[src/rtl/sprite_motion_ctrl_pkg.sv]
// Shared encodings for the sprite motion controller: vertical state, animation frame
// and button bit positions. The colour mux imports the same package.
package sprite_motion_ctrl_pkg;

  typedef enum logic [1:0] {
    VS_GROUND = 2'd0,
    VS_JUMP   = 2'd1,
    VS_FALL   = 2'd2
  } vstate_e;

  typedef enum logic [1:0] {
    FR_STAND = 2'd0,
    FR_WALK1 = 2'd1,
    FR_WALK2 = 2'd2,
    FR_AIR   = 2'd3
  } frame_e;

  localparam int BTN_UP    = 2;
  localparam int BTN_LEFT  = 1;
  localparam int BTN_RIGHT = 0;
  localparam int ROM_AW    = 5;

  // Counter width for a modulo-n counter, never narrower than one bit.
  function automatic int cnt_w(input int n);
    return (n > 1) ? $clog2(n) : 1;
  endfunction

endpackage

[src/rtl/sprite_motion_ctrl_if.sv]
// Sprite motion bus: per-frame controls and scan coordinate in, position,
// ROM addressing and animation state out.
interface sprite_motion_ctrl_if #(
  parameter int CW = 10
);
  logic          frame_tick;
  logic [2:0]    btn;
  logic          ground;
  logic          ceiling;
  logic [CW-1:0] xg;
  logic [CW-1:0] yg;
  logic [CW-1:0] pos_left;
  logic [CW-1:0] pos_top;
  logic          in_box;
  logic [4:0]    rom_x;
  logic [4:0]    rom_y;
  logic [1:0]    frame_sel;
  logic          facing_r;
  logic [1:0]    vstate;

  modport master (
    output frame_tick, btn, ground, ceiling, xg, yg,
    input  pos_left, pos_top, in_box, rom_x, rom_y, frame_sel, facing_r, vstate
  );

  modport slave (
    input  frame_tick, btn, ground, ceiling, xg, yg,
    output pos_left, pos_top, in_box, rom_x, rom_y, frame_sel, facing_r, vstate
  );
endinterface

[src/rtl/sprite_motion_ctrl_vmotion.sv]
// Vertical motion: GROUND/JUMP/FALL state, integer velocity with frame-quantised
// acceleration, and the sprite top edge. Everything advances only on tick.
module sprite_vmotion
  import sprite_motion_ctrl_pkg::*;
#(
  parameter int CW       = 10,
  parameter int SPR_H    = 32,
  parameter int Y_MAX    = 479,
  parameter int START_Y  = 300,
  parameter int V_MAX    = 4,
  parameter int ACCEL_FR = 8
) (
  input  logic          clk,
  input  logic          rst,
  input  logic          tick,
  input  logic          up,
  input  logic          ground,
  input  logic          ceiling,
  output logic [CW-1:0] pos_top,
  output vstate_e       vstate
);

  localparam int VW = $clog2(V_MAX + 1);
  localparam int AW = cnt_w(ACCEL_FR);
  localparam logic [CW-1:0] Y_LIM    = CW'(Y_MAX - SPR_H + 1);
  localparam logic [VW-1:0] VY_MAX   = VW'(V_MAX);
  localparam logic [VW-1:0] VY_ONE   = VW'(1);
  localparam logic [AW-1:0] ACC_LAST = AW'(ACCEL_FR - 1);

  logic [VW-1:0] vy;
  logic [AW-1:0] acc;
  logic          up_prev;
  logic          up_edge;
  logic          short_hop;
  logic [VW-1:0] step;

  // Rising past the top edge pins the sprite at row 0.
  function automatic logic rise_clamps(input logic [CW-1:0] top, input logic [VW-1:0] s);
    return CW'(s) > top;
  endfunction

  // Landing on the bottom row counts as reaching the floor, overshoot or not.
  function automatic logic fall_clamps(input logic [CW-1:0] top, input logic [VW-1:0] s);
    return ({1'b0, top} + (CW+1)'(s)) >= {1'b0, Y_LIM};
  endfunction

  always_comb begin
    up_edge   = up & ~up_prev;
    short_hop = ~up && (vy > VY_ONE);
    step      = short_hop ? VY_ONE : vy;
  end

  always_ff @(posedge clk) begin
    if (rst) begin
      pos_top <= CW'(START_Y);
      vstate  <= VS_GROUND;
      vy      <= '0;
      acc     <= '0;
      up_prev <= 1'b0;
    end else if (tick) begin
      up_prev <= up;
      case (vstate)
        VS_GROUND: begin
          if (!ground) begin
            vstate <= VS_FALL;
            vy     <= VY_ONE;
            acc    <= '0;
          end else if (up_edge) begin
            vstate <= VS_JUMP;
            vy     <= VY_MAX;
            acc    <= '0;
          end
        end
        VS_JUMP: begin
          if (ceiling) begin
            vstate <= VS_FALL;
            vy     <= VY_ONE;
            acc    <= '0;
          end else if (rise_clamps(pos_top, step)) begin
            pos_top <= '0;
            vstate  <= VS_FALL;
            vy      <= VY_ONE;
            acc     <= '0;
          end else begin
            pos_top <= pos_top - CW'(step);
            if (short_hop) begin
              vstate <= VS_FALL;
              vy     <= VY_ONE;
              acc    <= '0;
            end else if (acc == ACC_LAST) begin
              acc <= '0;
              if (vy == VY_ONE) begin
                vstate <= VS_FALL;
                vy     <= VY_ONE;
              end else begin
                vy <= vy - VY_ONE;
              end
            end else begin
              acc <= acc + AW'(1);
            end
          end
        end
        VS_FALL: begin
          if (ground) begin
            vstate <= VS_GROUND;
            vy     <= '0;
            acc    <= '0;
          end else if (fall_clamps(pos_top, vy)) begin
            pos_top <= Y_LIM;
            vstate  <= VS_GROUND;
            vy      <= '0;
            acc     <= '0;
          end else begin
            pos_top <= pos_top + CW'(vy);
            if (acc == ACC_LAST) begin
              acc <= '0;
              if (vy != VY_MAX) vy <= vy + VY_ONE;
            end else begin
              acc <= acc + AW'(1);
            end
          end
        end
        default: begin
          vstate <= VS_GROUND;
          vy     <= '0;
          acc    <= '0;
        end
      endcase
    end
  end

endmodule

[src/rtl/sprite_motion_ctrl.sv]
// Per-frame sprite motion controller: horizontal position and facing, walk-cycle
// animation and scan-to-ROM mapping; vertical motion lives in sprite_vmotion.
module sprite_motion_ctrl
  import sprite_motion_ctrl_pkg::*;
#(
  parameter int CW       = 10,
  parameter int SPR_W    = 28,
  parameter int SPR_H    = 32,
  parameter int X_MAX    = 639,
  parameter int Y_MAX    = 479,
  parameter int START_X  = 300,
  parameter int START_Y  = 300,
  parameter int X_STEP   = 4,
  parameter int V_MAX    = 4,
  parameter int ACCEL_FR = 8,
  parameter int WALK_FR  = 18
) (
  input  logic             clk,
  input  logic             rst,
  sprite_motion_ctrl_if.slave bus
);

  localparam int WW = cnt_w(WALK_FR);
  localparam logic [CW-1:0] X_LIM     = CW'(X_MAX - SPR_W + 1);
  localparam logic [CW-1:0] X_STEP_C  = CW'(X_STEP);
  localparam logic [WW-1:0] WALK_LAST = WW'(WALK_FR - 1);

  logic [CW-1:0] pos_left;
  logic [CW-1:0] pos_top;
  logic          facing_r;
  vstate_e       vst;
  logic          walking;
  logic          walk_ph;
  logic [WW-1:0] wcnt;
  logic          up, left, right, one_dir;
  frame_e        fsel;
  logic [ROM_AW-1:0] dx, dy;

  function automatic logic [CW-1:0] step_left(input logic [CW-1:0] x);
    return (x < X_STEP_C) ? '0 : x - X_STEP_C;
  endfunction

  function automatic logic [CW-1:0] step_right(input logic [CW-1:0] x);
    return (x >= X_LIM - X_STEP_C) ? X_LIM : x + X_STEP_C;
  endfunction

  assign up      = bus.btn[BTN_UP];
  assign left    = bus.btn[BTN_LEFT];
  assign right   = bus.btn[BTN_RIGHT];
  assign one_dir = left ^ right;

  always_ff @(posedge clk) begin
    if (rst) begin
      pos_left <= CW'(START_X);
      facing_r <= 1'b0;
      walking  <= 1'b0;
      walk_ph  <= 1'b0;
      wcnt     <= '0;
    end else if (bus.frame_tick) begin
      if (left && !right) begin
        pos_left <= step_left(pos_left);
        facing_r <= 1'b0;
      end else if (right && !left) begin
        pos_left <= step_right(pos_left);
        facing_r <= 1'b1;
      end
      // Walk cycle runs only while standing on ground with a single direction held.
      if (one_dir && vst == VS_GROUND) begin
        walking <= 1'b1;
        if (wcnt == WALK_LAST) begin
          wcnt    <= '0;
          walk_ph <= ~walk_ph;
        end else begin
          wcnt <= wcnt + WW'(1);
        end
      end else begin
        walking <= 1'b0;
        walk_ph <= 1'b0;
        wcnt    <= '0;
      end
    end
  end

  sprite_vmotion #(
    .CW       (CW),
    .SPR_H    (SPR_H),
    .Y_MAX    (Y_MAX),
    .START_Y  (START_Y),
    .V_MAX    (V_MAX),
    .ACCEL_FR (ACCEL_FR)
  ) u_vmotion (
    .clk     (clk),
    .rst     (rst),
    .tick    (bus.frame_tick),
    .up      (up),
    .ground  (bus.ground),
    .ceiling (bus.ceiling),
    .pos_top (pos_top),
    .vstate  (vst)
  );

  always_comb begin
    fsel = FR_STAND;
    if (vst != VS_GROUND) fsel = FR_AIR;
    else if (walking)     fsel = walk_ph ? FR_WALK2 : FR_WALK1;
  end

  // Only the low ROM-address bits of the offsets matter, so subtract at that width.
  assign dx = bus.xg[ROM_AW-1:0] - pos_left[ROM_AW-1:0];
  assign dy = bus.yg[ROM_AW-1:0] - pos_top[ROM_AW-1:0];

  assign bus.in_box    = (bus.xg >= pos_left) && (bus.xg <= pos_left + CW'(SPR_W - 1)) &&
                         (bus.yg >= pos_top)  && (bus.yg <= pos_top  + CW'(SPR_H - 1));
  assign bus.rom_x     = facing_r ? dx : ROM_AW'(SPR_W - 1) - dx;
  assign bus.rom_y     = dy;
  assign bus.pos_left  = pos_left;
  assign bus.pos_top   = pos_top;
  assign bus.facing_r  = facing_r;
  assign bus.frame_sel = fsel;
  assign bus.vstate    = vst;

endmodule
[src/flat_wrapper.sv]
// flat-port wrapper written by rule: the top's interface ports become plain ports
module sprite_motion_ctrl_flat import sprite_motion_ctrl_pkg::*;
#(
  parameter int CW       = 10,
  parameter int SPR_W    = 28,
  parameter int SPR_H    = 32,
  parameter int X_MAX    = 639,
  parameter int Y_MAX    = 479,
  parameter int START_X  = 300,
  parameter int START_Y  = 300,
  parameter int X_STEP   = 4,
  parameter int V_MAX    = 4,
  parameter int ACCEL_FR = 8,
  parameter int WALK_FR  = 18
)
  (clk, rst, bus_frame_tick, bus_btn, bus_ground, bus_ceiling, bus_xg, bus_yg, bus_pos_left, bus_pos_top, bus_in_box, bus_rom_x, bus_rom_y, bus_frame_sel, bus_facing_r, bus_vstate);
  sprite_motion_ctrl_if #(.CW(CW)) bus_i ();
  input  logic clk;
  input  logic rst;
  input wire logic [$bits(bus_i.frame_tick)-1:0] bus_frame_tick;
  input wire logic [$bits(bus_i.btn)-1:0] bus_btn;
  input wire logic [$bits(bus_i.ground)-1:0] bus_ground;
  input wire logic [$bits(bus_i.ceiling)-1:0] bus_ceiling;
  input wire logic [$bits(bus_i.xg)-1:0] bus_xg;
  input wire logic [$bits(bus_i.yg)-1:0] bus_yg;
  output wire logic [$bits(bus_i.pos_left)-1:0] bus_pos_left;
  output wire logic [$bits(bus_i.pos_top)-1:0] bus_pos_top;
  output wire logic [$bits(bus_i.in_box)-1:0] bus_in_box;
  output wire logic [$bits(bus_i.rom_x)-1:0] bus_rom_x;
  output wire logic [$bits(bus_i.rom_y)-1:0] bus_rom_y;
  output wire logic [$bits(bus_i.frame_sel)-1:0] bus_frame_sel;
  output wire logic [$bits(bus_i.facing_r)-1:0] bus_facing_r;
  output wire logic [$bits(bus_i.vstate)-1:0] bus_vstate;
  assign bus_i.frame_tick = bus_frame_tick;
  assign bus_i.btn = bus_btn;
  assign bus_i.ground = bus_ground;
  assign bus_i.ceiling = bus_ceiling;
  assign bus_i.xg = bus_xg;
  assign bus_i.yg = bus_yg;
  assign bus_pos_left = bus_i.pos_left;
  assign bus_pos_top = bus_i.pos_top;
  assign bus_in_box = bus_i.in_box;
  assign bus_rom_x = bus_i.rom_x;
  assign bus_rom_y = bus_i.rom_y;
  assign bus_frame_sel = bus_i.frame_sel;
  assign bus_facing_r = bus_i.facing_r;
  assign bus_vstate = bus_i.vstate;
  sprite_motion_ctrl #(.CW(CW), .SPR_W(SPR_W), .SPR_H(SPR_H), .X_MAX(X_MAX), .Y_MAX(Y_MAX), .START_X(START_X), .START_Y(START_Y), .X_STEP(X_STEP), .V_MAX(V_MAX), .ACCEL_FR(ACCEL_FR), .WALK_FR(WALK_FR)) u_core (.clk(clk), .rst(rst), .bus(bus_i));
endmodule
[config.mk]
export PLATFORM = sky130hd
export DESIGN_NAME = sprite_motion_ctrl_flat
export DESIGN_NICKNAME = d
export VERILOG_FILES = /design/src/rtl/sprite_motion_ctrl_pkg.sv /design/src/rtl/sprite_motion_ctrl_if.sv /design/src/rtl/sprite_motion_ctrl_vmotion.sv /design/src/rtl/sprite_motion_ctrl.sv /design/src/flat_wrapper.sv
export SDC_FILE = /design/constraint.sdc
export NUM_CORES = 1
export LEC_CHECK = 0
export BUFFER_PORTS_ARGS = -buffer_cell sky130_fd_sc_hd__clkbuf_2
export CELL_PAD_IN_SITES_DETAIL_PLACEMENT = 1
export CELL_PAD_IN_SITES_GLOBAL_PLACEMENT = 1
export CORE_AREA = 2 2 97 99
export CTS_CLUSTER_SIZE = 24
export DETAILED_ROUTE_END_ITERATION = 7
export DIE_AREA = 0 0 99 101
export MAX_ROUTING_LAYER = met4
export PLACE_DENSITY = 0.81
export SLEW_MARGIN = 20
export SYNTH_ARGS = -nofsm -noshare
export SYNTH_HDL_FRONTEND = slang
export SYNTH_SLANG_ARGS = --single-unit
[constraint.sdc]
create_clock -name clk -period 8.05 [get_ports clk]
set_input_delay 0.4025 -clock clk [delete_from_list [all_inputs] [get_ports clk]]
set_output_delay 0.4025 -clock clk [all_outputs]
set_load 0.1 [all_outputs]
### After elaboration in Yosys (flattened, before gate mapping)

Index checks and enable logic that the tools add are counted.

| word-level totals | value |
|---|---|
| flip-flop bits (word level) | 37 |
| latch bits | 0 |
| bits in writable memories | 0 |
| bits in read-only memories | 0 |
| logic and storage cells | 124 |
| memories | 0 |

| operators by class | value |
|---|---|
| $add $sub $neg | 14 |
| multiply operators | 0 |
| divide/modulo/power cells | 0 |
| order comparisons | 9 |
| equality and inequality tests | 15 |
| shift operators | 0 |
| muxes and demuxes | 52 |
| bitwise logic cells | 5 |
| reductions and logical operators | 19 |

Operator list:

| kind | count |
|---|---|
| $mux W10 | 8 |
| $mux W3 | 20 |
| $mux W2 | 12 |
| $add A10 B5 Y10 const B | 2 |
| $ge A10 B10 Y1 | 2 |
| $le A10 B10 Y1 | 2 |
| $pmux W10 S2 | 1 |
| $pmux W3 S3 | 2 |
| $mux W5 | 3 |
| $add A10 B3 Y11 | 1 |
| $ge A11 B9 Y1 const B | 1 |
| $add A10 B3 Y10 | 1 |
| $add A10 B3 Y10 const B | 1 |
| $ge A10 B10 Y1 const B | 1 |
| $gt A3 B10 Y1 | 1 |
| $lt A10 B3 Y1 const B | 1 |
| $ne A5 B5 Y1 const B | 2 |
| $reduce_and A5 Y1 | 2 |
| $sub A10 B3 Y10 | 1 |
| $sub A10 B3 Y10 const B | 1 |
| $sub A5 B5 Y5 | 2 |
| $ne A3 B3 Y1 const B | 3 |
| $ne A4 B4 Y1 const B | 2 |
| $logic_and A1 B1 Y1 | 7 |
| other kinds (21) | 35 |

### Logic depth before layout (Yosys ltp)

| depth | value |
|---|---|
| depth after elaboration | 7 |
| gate-level depth with buffers | 14 |

### By module

From an unflattened synthesis, not the netlist that was laid out.

| unflattened totals | value |
|---|---|
| cells, all modules | 528 |
| area, all modules | 4100.2 µm² |

By module, submodules not included:

| module | times used | cells an instance | area an instance (µm²) | sequential area each (µm²) |
|---|---|---|---|---|
| sprite_motion_ctrl | 1 | 314 | 2343.5 | 320.3 |
| sprite_vmotion | 1 | 214 | 1756.7 | 380.4 |

### Worst setup path before layout

OpenSTA, ideal clock, no wires.

| timing | value |
|---|---|
| kind | register to output |
| start | reg u_core.pos_left[2] (netlist: u_core.bus.pos_left[2]) |
| end | out bus_rom_x[3] |
| arrival | 5868 ps |
| required time | 7647 ps |
| path slack | 1780 ps |
| cell stages (with the launch flop) | 6 |
| path through | dfxtp_1 inv_1 ha_1 xnor2_1 ha_1 o21ai_0 |

| on the way | value |
|---|---|
| cells in the longest elaborated chain, start to end | 3 |

RTL lines:

| item | line | source |
|---|---|---|
| start: declaration | sprite_motion_ctrl.sv:28 | `logic [CW-1:0] pos_left;` |
| start signal: assignment | sprite_motion_ctrl.sv:54 | `pos_left <= CW'(START_X);` |
| start signal: assignment | sprite_motion_ctrl.sv:61 | `pos_left <= step_left(pos_left);` |
| start signal: assignment | sprite_motion_ctrl.sv:64 | `pos_left <= step_right(pos_left);` |
| $sub A5 B5 Y5 * | sprite_motion_ctrl.sv:109 | `assign dx = bus.xg[ROM_AW-1:0] - pos_left[ROM_AW-1:0];` |
| $sub A5 B5 Y5 | sprite_motion_ctrl.sv:114 | `assign bus.rom_x = facing_r ? dx : ROM_AW'(SPR_W - 1) - dx;` |
| $mux W5 * | sprite_motion_ctrl.sv:114 |  |
| end: declaration | flat_wrapper.sv:29 | `output wire logic [$bits(bus_i.rom_x)-1:0] bus_rom_x;` |

Every way passes the cells marked *; elsewhere a longest branch is shown, timed or not.

### Worst setup path after layout

| timing | value |
|---|---|
| start | reg u_core.u_vmotion.pos_top[1] |
| end | out bus_in_box |

| on the way | value |
|---|---|
| cells in the longest elaborated chain, start to end | 3 |
| elaborated cells on any way between the ends | 5 |
| classes of those cells | add/sub: 1; order compare: 2; reduce/logical: 2 |

RTL lines:

| item | line | source |
|---|---|---|
| start: declaration | sprite_motion_ctrl_vmotion.sv:19 | `output logic [CW-1:0] pos_top,` |
| start signal: assignment | sprite_motion_ctrl_vmotion.sv:55 | `pos_top <= CW'(START_Y);` |
| start signal: assignment | sprite_motion_ctrl_vmotion.sv:85 | `pos_top <= pos_top - CW'(step);` |
| start signal: assignment | sprite_motion_ctrl_vmotion.sv:114 | `pos_top <= pos_top + CW'(vy);` |
| $add A10 B5 Y10 / $ge A10 B10 Y1 (equally long branches) | sprite_motion_ctrl.sv:113 | `(bus.yg >= pos_top) && (bus.yg <= pos_top + CW'(SPR_H - 1));` |
| $le A10 B10 Y1 / $logic_and A1 B1 Y1 (equally long branches) | sprite_motion_ctrl.sv:113, sprite_motion_ctrl.sv:112 |  |
| $logic_and A1 B1 Y1 * | sprite_motion_ctrl.sv:113 |  |
| end: declaration | flat_wrapper.sv:28 | `output wire logic [$bits(bus_i.in_box)-1:0] bus_in_box;` |

Marks and branches as above.

==> metrics.txt <==
power density cells=160 mW/mm²; hold_buf cts=0; final setup violating endpoints=0; drt total wl=11,600 µm; ANT cells=0; Initial Util=44.7%; Post-DP Area=0.00435 mm²; Design Power=0.713 mW; Reg2Reg Capture Point=u_core.u_vmotion.acc[0]; Total GRT Usage=24.1%; first-pass GRT wire length=19,500 µm; vias=3,985; fin cells=673; largest family of logic cells by synthesized area=compound AO/OA/AOI/OAI gates; Die ar.=0.0100 mm²; final hold vios=0; fmax=0.259 GHz; r2r startpoint=u_core.u_vmotion.vy[1]; Synth Area in Compound Gates=24.8%; Leak=1.94 nW; period utilisation layout=48.0%; design area=0.00447 mm²; Max VDD drop=104 µV; Row Count=35; CTS Root Cell=clkbuf_8; Fillers=1,157; status=finished, final reports clean; worst slew pin tran=797 ps; flops & latches, synth=35; routed len/inst=17.2 µm; CTS resizes=0; clock-pin transition on the worst setup and hold timing paths=90 ps; Crit Path Class=flop to primary output; 1st-iter DRT viols=91; Die X=99 µm; count of yosys warnings during synthesis=0; Data arrival, critical path=3460 ps; gpl congestion=0.912; WP data required=7650 ps; RSZ-0062 raised after global routing=false; io pins=64; Mapped Area=0.00401 mm²; Netlist cell types=73; Synth Area in XOR/XNOR=6.98%; largest net degree at the start of global routing=38; crit path launch=u_core.u_vmotion.pos_top[1]; Pre-Repair DR Iteration Count=4; number of global-route vias before repair=4,025; top cells by area, synth=ha_1 19%, dfxtp_1 17%, xnor2_1 5.9%, a21oi_1 4.5%, inv_1 4.2%; r2r setup slk=4480 ps; GR Overflow Total=0; Post-synth top flop=dfxtp_1; Max H-tree Level=2; Core ar.=0.00898 mm²; post-route clock skew=7.64 ps; Layout Nets=653; area share of the largest cell type after synthesis=19.0%; register area share after synthesis=17.5%; CTS sink cnt=35; CTS tree=built; synth-to-layout area growth=11.4%; Setup WS post-layout=4190 ps; CP Max Fanout=7; crit path capture=bus_in_box; Hold Path Class=primary input to flop; Mean Syn Cell Area=7.78 µm²; Vias/cell=5.92; TritonCTS Buffers=5; setup tns final=0 ps; Post-Synth Adder-Cell Area=20.5%; Clk Latency, worst-skew pair=300 ps; CP Launch Type=flop; fin util=49.8%; Place WS=4490 ps; fin crit period=3860 ps; ANT nets after route=0; DP HPWL=9100 µm; residual DRC count=0; Max Cap Viol=0; share of flip-flops with an asynchronous set or reset=0%; I/O Buffers=61; simple-gate share of the synthesized area=21.1%; placed insts=665; Slew Viols, Final=0; Synth area leader=ha_1; setup repair bufs after CTS=0; depth of the most critical reg-to-reg path=13; Slew headroom=46.9%; clk buf depth=2; layout cell share with drive strength beyond 1=14.2%; Mapped Cells=516; mux cell area share after synthesis=1.75%; endpoint class of the critical path=primary output; EDFF count, synth=0; Die Span Y=101 µm; initial antenna violation count=0; Hold Slack=460 ps
-- layout make-up --
cell class | count | area [µm²] | area share (%)
multi-input cells | 412 | 3030 | 67.8
inverters | 45 | 169 | 3.78
clock buffers | 5 | 68.8 | 1.54
clock inverters | 3 | 47.5 | 1.06
well taps | 111 | 139 | 3.11
flip-flops and latches | 35 | 701 | 15.7
repair buffers | 62 | 313 | 7.00
-- placed cells by master (no fill, tap or decap), drive strengths merged, types with 2 or more instances in the layout --
cell / instances
clkbuf: 66
ha: 61
inv: 46
nor2: 38
a21oi: 36
dfxtp: 35
o21ai: 34
xnor2: 27
nand2: 27
nor3: 24
nor2b: 12
nand4: 11
nand3: 11
a21o: 10
nand2b: 10
a211oi: 9
mux2i: 7
nor4: 7
o21a: 6
and3: 5
xor2: 5
a211o: 5
a31oi: 4
a41oi: 4
conb: 4
o221ai: 4
or4: 4
o211ai: 4
a311o: 3
fa: 3
and2: 2
a221oi: 2
o31a: 2
a2111oi: 2
a2bb2oi: 2
nor3b: 2
or2: 2
a21boi: 2
a32oi: 2
a311oi: 2
-- flip-flops by register name, indices dropped and copies added (netlist names) --
register	count
u_core.u_vmotion.up_prev	1
u_core.walk_ph	1
u_core.bus.pos_left	8
u_core.walking	1
u_core.u_vmotion.pos_top	10
u_core.u_vmotion.vy	3
u_core.bus.facing_r	1
u_core.wcnt	5
u_core.u_vmotion.vstate	2
u_core.u_vmotion.acc	3
-- layer usage --
metal / wire [µm] / GRT usage, % / part of all wire, %
met1: 5350 / 29.2 / 46
met3: 330 / 2.98 / 2.8
met4: 178 / 5.80 / 1.5
met5: 0 / - / 0
met2: 5720 / 42.7 / 49
-- logic make-up (layout without fill, tap and decap cells) --
family                     count (synthesis)  after routing
other                                      2              4
AOI/OAI and AO/OA                        144            144
and+or+nand+nor                          161            161
adders and majority gates                 64             64
xor gates and xnor gates                  32             32
DFF                                       35             35
buffers and inverters                     71            115
muxes                                      7              7
-- power by group --
group	leakage, nW	switching [mW]	total (mW)	internal, mW
logic	1.60	0.258	0.346	0.0880
clock network	0.0587	0.0760	0.170	0.0940
registers	0.285	0.0167	0.197	0.181
total	1.94	0.350	0.713	0.363
-- synth_stat cells (all sizes together), types with 6 or more instances --
library cell and number:
nand4 11, a211oi 9, nor2 38, ha 61, xnor2 27, dfxtp 35
nand2 27, mux2i 7, nand3 11, nand2b 10, nor3 24, clkbuf 18
a21oi 36, a21o 10, o21a 6, nor4 7, inv 45, buf 8
o21ai 34, nor2b 12
-- how the worst min path moves through the flow --
stage,start,end,depth (start not counted)
4_1_cts,bus_btn[2],u_core.u_vmotion.up_prev,3
6_report,bus_btn[2],u_core.u_vmotion.up_prev,3
3_3_place_gp,u_core.u_vmotion.acc[0],u_core.u_vmotion.acc[0],2
3_5_place_dp,u_core.walk_ph,u_core.walk_ph,2
2_1_floorplan,u_core.u_vmotion.acc[0],u_core.u_vmotion.acc[0],2
5_1_grt,bus_ground,u_core.u_vmotion.vstate[1],3
-- worst max-delay path, stage by stage, from the launching register on --
cell and delay (ps):
dfxtp_1 540, inv_1 200, ha_1 250, and3_1 210
nand2_1 90, nand4_1 110, xnor2_1 160, ha_1 310
and4_1 190, a221oi_1 290, o22ai_1 140, a211oi_1 180
clkbuf_2 490
(Power assumes the default switching activity.)
